===== src/rtl/cmul7p8_sched.sv =====
// Shared multi-cycle 7/8 scaler serving N requesters.
// A single shift-add datapath is sequenced by a 3-step FSM. The result is returned
// over a valid/ready handshake.
// Optional macro CMUL7P8_RR_EN: when defined, arbitration is round-robin.
// When undefined, arbitration is fixed priority and the lowest index wins.
module cmul7p8_sched #(
  parameter int unsigned N   = 4,
  parameter int unsigned W   = 5,
  parameter int unsigned IDW = 2
) (
  input  logic             clk,
  input  logic             reset,
  input  logic [N-1:0]     req,
  input  logic [N*W-1:0]   x_in,
  input  logic [2*N-1:0]   mode_in,
  output logic [N-1:0]     ack,
  output logic             busy,
  output logic             out_valid,
  input  logic             out_ready,
  output logic [W-1:0]     out_y,
  output logic [IDW-1:0]   out_id
);

  localparam int unsigned DW = W + 4;

  typedef enum logic [2:0] {StIdle, StS1, StS2, StS3, StDone} state_e;

  state_e                r_state;
  logic signed [W-1:0]   r_x;
  logic [1:0]            r_mode;
  logic [IDW-1:0]        r_id;
  logic signed [DW-1:0]  r_acc;
  logic signed [DW-1:0]  r_tmp;
  logic [N-1:0]          r_ack;
  logic                  r_busy;
  logic                  r_out_valid;
  logic [W-1:0]          r_out_y;
  logic [IDW-1:0]        r_out_id;

  logic                  w_grant_vld;
  logic [IDW-1:0]        w_grant;
  logic [W-1:0]          w_x_sel;
  logic [1:0]            w_mode_sel;
  logic signed [DW-1:0]  w_x_ext;
  logic signed [DW-1:0]  w_acc_d;
  logic signed [DW-1:0]  w_tmp_d;

  // Divide by 2^s, truncating toward zero: bias negative values before the arithmetic shift.
  function automatic logic signed [DW-1:0] f_div(input logic signed [DW-1:0] v,
                                                 input int unsigned s);
    logic signed [DW-1:0] bias;
    bias = v[DW-1] ? signed'((DW'(1) << s) - DW'(1)) : '0;
    return (v + bias) >>> s;
  endfunction

`ifdef CMUL7P8_RR_EN
  logic [IDW-1:0] r_ptr;
  logic           w_hi_vld;
  logic [IDW-1:0] w_hi_idx;
  logic           w_lo_vld;
  logic [IDW-1:0] w_lo_idx;

  // Round-robin: prefer the lowest requester above the pointer, else wrap to the lowest overall.
  always_comb begin
    w_hi_vld = 1'b0;
    w_hi_idx = '0;
    w_lo_vld = 1'b0;
    w_lo_idx = '0;
    for (int i = N - 1; i >= 0; i--) begin
      if (req[i]) begin
        w_lo_vld = 1'b1;
        w_lo_idx = IDW'(i);
        if (i > int'(r_ptr)) begin
          w_hi_vld = 1'b1;
          w_hi_idx = IDW'(i);
        end
      end
    end
    w_grant_vld = w_lo_vld;
    w_grant     = w_hi_vld ? w_hi_idx : w_lo_idx;
  end
`else
  // Fixed priority: the lowest asserted index wins.
  always_comb begin
    w_grant_vld = 1'b0;
    w_grant     = '0;
    for (int i = N - 1; i >= 0; i--) begin
      if (req[i]) begin
        w_grant_vld = 1'b1;
        w_grant     = IDW'(i);
      end
    end
  end
`endif

  // Select the winner's operand and mode.
  always_comb begin
    w_x_sel    = '0;
    w_mode_sel = '0;
    for (int i = 0; i < N; i++) begin
      if (IDW'(i) == w_grant) begin
        w_x_sel    = x_in[i*W +: W];
        w_mode_sel = mode_in[2*i +: 2];
      end
    end
  end

  assign w_x_ext = {{(DW - W){r_x[W-1]}}, r_x};

  // One shift/add step per state, chosen by the latched mode.
  always_comb begin
    w_acc_d = r_acc;
    w_tmp_d = r_tmp;
    case (r_state)
      StS1: begin
        case (r_mode)
          2'd0:    w_acc_d = w_x_ext <<< 3;
          2'd1:    w_tmp_d = f_div(w_x_ext, 3);
          2'd2:    w_acc_d = f_div(w_x_ext, 1);
          default: w_tmp_d = f_div(w_x_ext, 3);
        endcase
      end
      StS2: begin
        case (r_mode)
          2'd0:    w_acc_d = r_acc - w_x_ext;
          2'd1:    w_acc_d = r_tmp <<< 3;
          2'd2:    w_acc_d = r_acc + f_div(w_x_ext, 2);
          default: w_acc_d = w_x_ext - r_tmp;
        endcase
      end
      StS3: begin
        case (r_mode)
          2'd0:    w_acc_d = f_div(r_acc, 3);
          2'd1:    w_acc_d = r_acc - r_tmp;
          2'd2:    w_acc_d = r_acc + f_div(w_x_ext, 3);
          default: w_acc_d = r_acc;
        endcase
      end
      default: ;
    endcase
  end

  // Sequencer: grant, three ALU steps, then hold the result until accepted.
  always_ff @(posedge clk) begin
    if (reset) begin
      r_state     <= StIdle;
      r_x         <= '0;
      r_mode      <= '0;
      r_id        <= '0;
      r_acc       <= '0;
      r_tmp       <= '0;
      r_ack       <= '0;
      r_busy      <= 1'b0;
      r_out_valid <= 1'b0;
      r_out_y     <= '0;
      r_out_id    <= '0;
`ifdef CMUL7P8_RR_EN
      r_ptr       <= IDW'(N - 1);
`endif
    end else begin
      r_ack <= '0;
      r_acc <= w_acc_d;
      r_tmp <= w_tmp_d;
      case (r_state)
        StIdle: begin
          if (w_grant_vld) begin
            r_x            <= signed'(w_x_sel);
            r_mode         <= w_mode_sel;
            r_id           <= w_grant;
            r_ack[w_grant] <= 1'b1;
            r_busy         <= 1'b1;
            r_state        <= StS1;
`ifdef CMUL7P8_RR_EN
            r_ptr          <= w_grant;
`endif
          end
        end
        StS1: r_state <= StS2;
        StS2: r_state <= StS3;
        StS3: begin
          r_out_y     <= w_acc_d[W-1:0];
          r_out_id    <= r_id;
          r_out_valid <= 1'b1;
          r_state     <= StDone;
        end
        StDone: begin
          if (out_ready) begin
            r_out_valid <= 1'b0;
            r_busy      <= 1'b0;
            r_state     <= StIdle;
          end
        end
        default: r_state <= StIdle;
      endcase
    end
  end

  assign ack       = r_ack;
  assign busy      = r_busy;
  assign out_valid = r_out_valid;
  assign out_y     = r_out_y;
  assign out_id    = r_out_id;

endmodule


===== config.mk =====
export PLATFORM = sky130hd
export DESIGN_NAME = cmul7p8_sched
export DESIGN_NICKNAME = d
export VERILOG_FILES = /design/src/rtl/cmul7p8_sched.sv
export SDC_FILE = /design/constraint.sdc
export NUM_CORES = 1
export LEC_CHECK = 0
export ABC_AREA = 0
export ABC_CLOCK_PERIOD_IN_PS = 8600
export CORE_UTILIZATION = 61
export DETAILED_ROUTE_END_ITERATION = 8
export GPL_TIMING_DRIVEN = 0
export HOLD_SLACK_MARGIN = 0.03
export PLACE_DENSITY = 0.95
export SLEW_MARGIN = 20
export SYNTH_ARGS = -nofsm -noshare
export SYNTH_HDL_FRONTEND = slang
export SYNTH_SLANG_ARGS = --single-unit
export TNS_END_PERCENT = 20

===== constraint.sdc =====
create_clock -name clk -period 8.6 [get_ports clk]
set_clock_uncertainty 0.05 [all_clocks]
set_input_delay 1.72 -clock clk [delete_from_list [all_inputs] [get_ports clk]]
set_output_delay 1.72 -clock clk [all_outputs]
set_load 0.01 [all_outputs]

==> flow_summary.html <==
<table>
<tr><th>Metric</th><th>Value</th></tr>
<tr><th colspan="2">Cells and area</th></tr>
<tr><td>Number of nets in the layout</td><td>598</td></tr>
<tr><td>Ant diodes</td><td>0</td></tr>
<tr><td>Sequential standard cell area</td><td>741 sq um</td></tr>
<tr><td>Filler Cell Count</td><td>435</td></tr>
<tr><td>Area growth, synth to finish</td><td>18.3%</td></tr>
<tr><td>Share of cells above drive strength 1</td><td>7.79%</td></tr>
<tr><td>Total area of multi-input combinational cells</td><td>2690 sq um</td></tr>
<tr><th colspan="2">Clock network</th></tr>
<tr><td>Post-CTS Resized</td><td>0</td></tr>
<tr><td>Post-CTS setup-driven buffer insertion count</td><td>0</td></tr>
<tr><td>Num Clock Sinks</td><td>37</td></tr>
<tr><td>Number of buffers on the longest clock path</td><td>2</td></tr>
<tr><td>Clk pin slew, worst setup/hold paths</td><td>90 ps</td></tr>
<tr><td>TritonCTS clock tree</td><td>done</td></tr>
<tr><td>CTS hold repair buffers</td><td>0</td></tr>
<tr><td>CTS Root Cell</td><td>clkbuf_8</td></tr>
<tr><td>Number of buffers inserted during clock tree synthesis</td><td>5</td></tr>
<tr><td>H-tree levels</td><td>2</td></tr>
<tr><td>Insertion delay to the later sink of the worst-skew pair</td><td>300 ps</td></tr>
<tr><th colspan="2">Yosys</th></tr>
<tr><td>Post-synthesis share of cell area spent on full adders, half adders and majority gates</td><td>13.7%</td></tr>
<tr><td>Syn nets</td><td>545</td></tr>
<tr><td>Area fraction in compound gates after synthesis</td><td>31.3%</td></tr>
<tr><td>Mapped Area</td><td>3630 sq um</td></tr>
<tr><td>Share of the synthesized area in the top cell type</td><td>20.4%</td></tr>
<tr><td>List of most frequent post-synthesis cells</td><td>a21oi_1, nand2_1, dfxtp_1</td></tr>
<tr><td>Synth top area cells</td><td>dfxtp_1, ha_1, a21oi_1</td></tr>
<tr><td>Number of synthesized flops with an enable pin</td><td>0</td></tr>
<tr><td>Total number of yosys warnings</td><td>0</td></tr>
<tr><td>Dominant combinational cell family by area after synthesis</td><td>compound AO/OA/AOI/OAI gates</td></tr>
<tr><td>Area leader, netlist</td><td>dfxtp_1</td></tr>
<tr><td>Number of distinct standard cells referenced by the synthesized netlist</td><td>70</td></tr>
<tr><td>Share of synthesized cell area in and, or, nand and nor gates</td><td>23.1%</td></tr>
<tr><td>Synthesized instance count</td><td>472</td></tr>
<tr><td>Average footprint of a synthesized cell</td><td>7.69 sq um</td></tr>
<tr><td>Xor/xnor share of the synthesized area</td><td>5.93%</td></tr>
<tr><td>Most frequent cell after synthesis</td><td>a21oi_1</td></tr>
<tr><td>Ys async rst share</td><td>0%</td></tr>
<tr><td>Fraction of synthesized area in multiplexers</td><td>0%</td></tr>
<tr><td>Flip-flop and latch count after synthesis</td><td>37</td></tr>
<tr><td>Flip-flop cell with the highest count after synthesis</td><td>dfxtp_1</td></tr>
<tr><td>Part of the Yosys area used for sequential elements</td><td>20.4%</td></tr>
<tr><th colspan="2">Die</th></tr>
<tr><td>Vert. Die Dim</td><td>79.2 um</td></tr>
<tr><td>Core outline area</td><td>5610 sq um</td></tr>
<tr><td>Full die area</td><td>6260 sq um</td></tr>
<tr><td>Number of top-level design ports</td><td>48</td></tr>
<tr><td>Core Rows</td><td>27</td></tr>
<tr><td>Floorplan die width</td><td>79.2 um</td></tr>
<tr><td>Initial Util</td><td>64.7%</td></tr>
<tr><th colspan="2">Detailed routing</th></tr>
<tr><td>Aggregate routed wire length</td><td>11.3 mm</td></tr>
<tr><td>Vias per inst</td><td>6.67</td></tr>
<tr><td>Via count</td><td>3989</td></tr>
<tr><td>DRT iter0 DRCs</td><td>314</td></tr>
<tr><td>Post-detailed-route wirelength per cell</td><td>18.9 um</td></tr>
<tr><td>First-pass iteration count of the detailed router</td><td>5</td></tr>
<tr><td>Antenna Violating Nets Remaining</td><td>0</td></tr>
<tr><td>Post-route DRC</td><td>0</td></tr>
<tr><th colspan="2">Worst setup path</th></tr>
<tr><td>CP Class</td><td>reg2reg</td></tr>
<tr><td>Data arrival time of the critical path</td><td>4240 ps</td></tr>
<tr><td>Crit path launch type</td><td>flop</td></tr>
<tr><td>Launching point of the worst reg2reg path</td><td>r_mode[0]</td></tr>
<tr><td>Data required time at the worst endpoint</td><td>8770 ps</td></tr>
<tr><td>Type of element capturing the critical path</td><td>flop</td></tr>
<tr><td>Crit path from</td><td>r_mode[0]</td></tr>
<tr><td>Termination of the worst setup path</td><td>r_acc[8]</td></tr>
<tr><td>Crit path buffers/inverters</td><td>4</td></tr>
<tr><td>Largest stage delay on the critical path</td><td>420 ps</td></tr>
<tr><td>Highest net fanout along the worst path</td><td>10</td></tr>
<tr><td>Number of cells on the critical path</td><td>14</td></tr>
<tr><td>Number of cell instances on the worst register-to-register path</td><td>14</td></tr>
<tr><td>Critical path, cell by cell</td><td>inv_1 &gt; ha_1 &gt; buf_6 &gt; clkbuf_1 &gt; clkbuf_1 &gt; o21ai_0 &gt; ha_1 &gt; fa_1 &gt; a21oi_1 &gt; o211ai_1 &gt; o41ai_2 &gt; xnor3_1 &gt; or2b_1 &gt; a311oi_2</td></tr>
<tr><td>Critical-path top delay cell</td><td>fa_1</td></tr>
<tr><td>Endpoint of the worst-slack reg-to-reg timing path</td><td>r_acc[8]</td></tr>
<tr><td>Family with the most delay on the worst path</td><td>buffers and inverters</td></tr>
<tr><td>Register-to-register setup slack</td><td>4530 ps</td></tr>
<tr><th colspan="2">STA</th></tr>
<tr><td>Maximum clock frequency</td><td>0.246 GHz</td></tr>
<tr><td>Count of pins over their slew limit</td><td>0</td></tr>
<tr><td>Minimum clock period</td><td>4070 ps</td></tr>
<tr><td>Worst slew pin tran</td><td>746 ps</td></tr>
<tr><td>Hold Violations, Final</td><td>0</td></tr>
<tr><td>RSZ-0062 raised after global routing</td><td>no</td></tr>
<tr><td>Final setup violation count</td><td>0</td></tr>
<tr><td>Final cycle utilization of the critical path</td><td>47.4%</td></tr>
<tr><td>Worst slew margin relative to its limit</td><td>49.5%</td></tr>
<tr><td>Total Neg Setup Slack</td><td>0 ps</td></tr>
<tr><th colspan="2">Global route</th></tr>
<tr><td>Maximum number of pins on one net before global-route repair</td><td>14</td></tr>
<tr><td>GRT overflow</td><td>0</td></tr>
<tr><td>Vias in the first global route</td><td>3780</td></tr>
<tr><td>Global-route wire length before repair</td><td>18.1 mm</td></tr>
<tr><td>Total GRT Usage</td><td>37.3%</td></tr>
<tr><td>Antenna violations before repair</td><td>0</td></tr>
<tr><th colspan="2">Worst hold path</th></tr>
<tr><td>HP Class</td><td>reg2reg</td></tr>
<tr><th colspan="2">Run</th></tr>
<tr><td>Max-capacitance violation count</td><td>0</td></tr>
<tr><th colspan="2">Pwr</th></tr>
<tr><td>Post-layout power</td><td>0.000783 W</td></tr>
<tr><td>Power density of the placed cells</td><td>182 nW/um^2</td></tr>
<tr><td>Lkg Pwr</td><td>1.70 nW</td></tr>
<tr><td>Maximum VDD drop</td><td>0.119 mV</td></tr>
<tr><th colspan="2">Status</th></tr>
<tr><td>Outcome</td><td>completed</td></tr>
<tr><th colspan="2">Placement</th></tr>
<tr><td>Routability congestion estimate from global placement</td><td>0.984</td></tr>
<tr><td>HPWL after detailed placement</td><td>8.76 mm</td></tr>
<tr><td>Number of buffer cells added on primary ports</td><td>46</td></tr>
</table>
per-stage QoR:
stage	area [sq um]	setup WS (ps)	std cells	hold slack, ps	util (%)
after CTS	4300	4580	598	408	76.6
after global routing	4300	4310	598	417	76.6
after global placement	4180	4690	590	393	74.6
final	4300	4530	598	406	76.6
after floorplan	3630	5190	472	382	-
after detailed placement	4180	4610	590	396	74.6
cell families (layout without fill, tap and decap cells):
group | after synthesis | after routing
adders and majority gates | 38 | 38
buffers and inverters | 47 | 101
and+or+nand+nor | 155 | 155
AOI/OAI and AO/OA | 172 | 172
DFF | 37 | 37
xor gates and xnor gates | 23 | 23
worst min path at each step:
stage / start / end / slack (ps) / cells past startpoint
floorplan: r_id[1] / out_id[1] / 380 / 2
global placement: out_y[1] / out_y[1] / 390 / 2
detailed placement: out_y[1] / out_y[1] / 400 / 2
finish: out_y[1] / out_y[1] / 410 / 2
CTS: out_y[1] / out_y[1] / 410 / 2
global route: out_y[1] / out_y[1] / 420 / 2
metal layers:
metal | part of all wire, % | up-vias | global-route usage, %
li1 | - | 1873 | -
met1 | 41 | 1827 | 44.2
met2 | 48 | 241 | 65.1
met3 | 7.2 | 48 | 5.75
met4 | 4.5 | 0 | 18.5
met5 | 0 | - | 0
cell type report:
class | count | share of cell area (%)
Buffer | 24 | 2.77
Multi-Input combinational cell | 388 | 62.5
Clock buffer | 5 | 1.60
Sequential cell | 37 | 17.2
Tap cell | 72 | 2.10
Inverter | 23 | 2.01
Clock inverter | 3 | 1.08
Timing Repair Buffer | 46 | 10.7
cells in the final DEF, fill, tap and decap left out, drive strengths merged, types with 4 or more instances in the layout:
| cell | synthesis | routed |
|---|---|---|
| and3 | 7 | 7 |
| nand2 | 40 | 40 |
| a21o | 5 | 5 |
| buf | 12 | 12 |
| clkbuf | 12 | 17 |
| ha | 35 | 35 |
| a221oi | 11 | 11 |
| a211oi | 8 | 8 |
| a311oi | 6 | 6 |
| xnor2 | 16 | 16 |
| nand3 | 19 | 19 |
| dfxtp | 37 | 37 |
| nor2b | 6 | 6 |
| clkdlybuf4s50 | 0 | 46 |
| nor2 | 32 | 32 |
| nand4 | 4 | 4 |
| nor3b | 4 | 4 |
| o21ai | 24 | 24 |
| o22ai | 5 | 5 |
| nand3b | 12 | 12 |
| a31oi | 7 | 7 |
| nor3 | 13 | 13 |
| o211ai | 5 | 5 |
| o31ai | 6 | 6 |
| inv | 23 | 23 |
| xor2 | 6 | 6 |
| a21oi | 68 | 68 |
| a211o | 8 | 8 |
power breakdown:
part           internal, W  switching [W]
Combinational     0.000175       0.000234
Clock            0.0000868      0.0000698
Sequential        0.000188      0.0000292
state kept, by name (all words and copies together) (netlist names):
register,count
r_acc,9
out_y,5
r_x,5
ack,4
r_state,3
r_tmp,3
out_id,2
r_id,2
r_mode,2
busy,1
out_valid,1
worst reg2reg max path, cell delays in order (launching register included):
cell	delay, ps
dfxtp_1	330
inv_1	110
ha_1	340
buf_6	210
clkbuf_1	360
clkbuf_1	380
o21ai_0	250
ha_1	260
fa_1	420
a21oi_1	200
o211ai_1	160
o41ai_2	250
xnor3_1	250
or2b_1	240
a311oi_2	190
(Power assumes the default switching activity.)
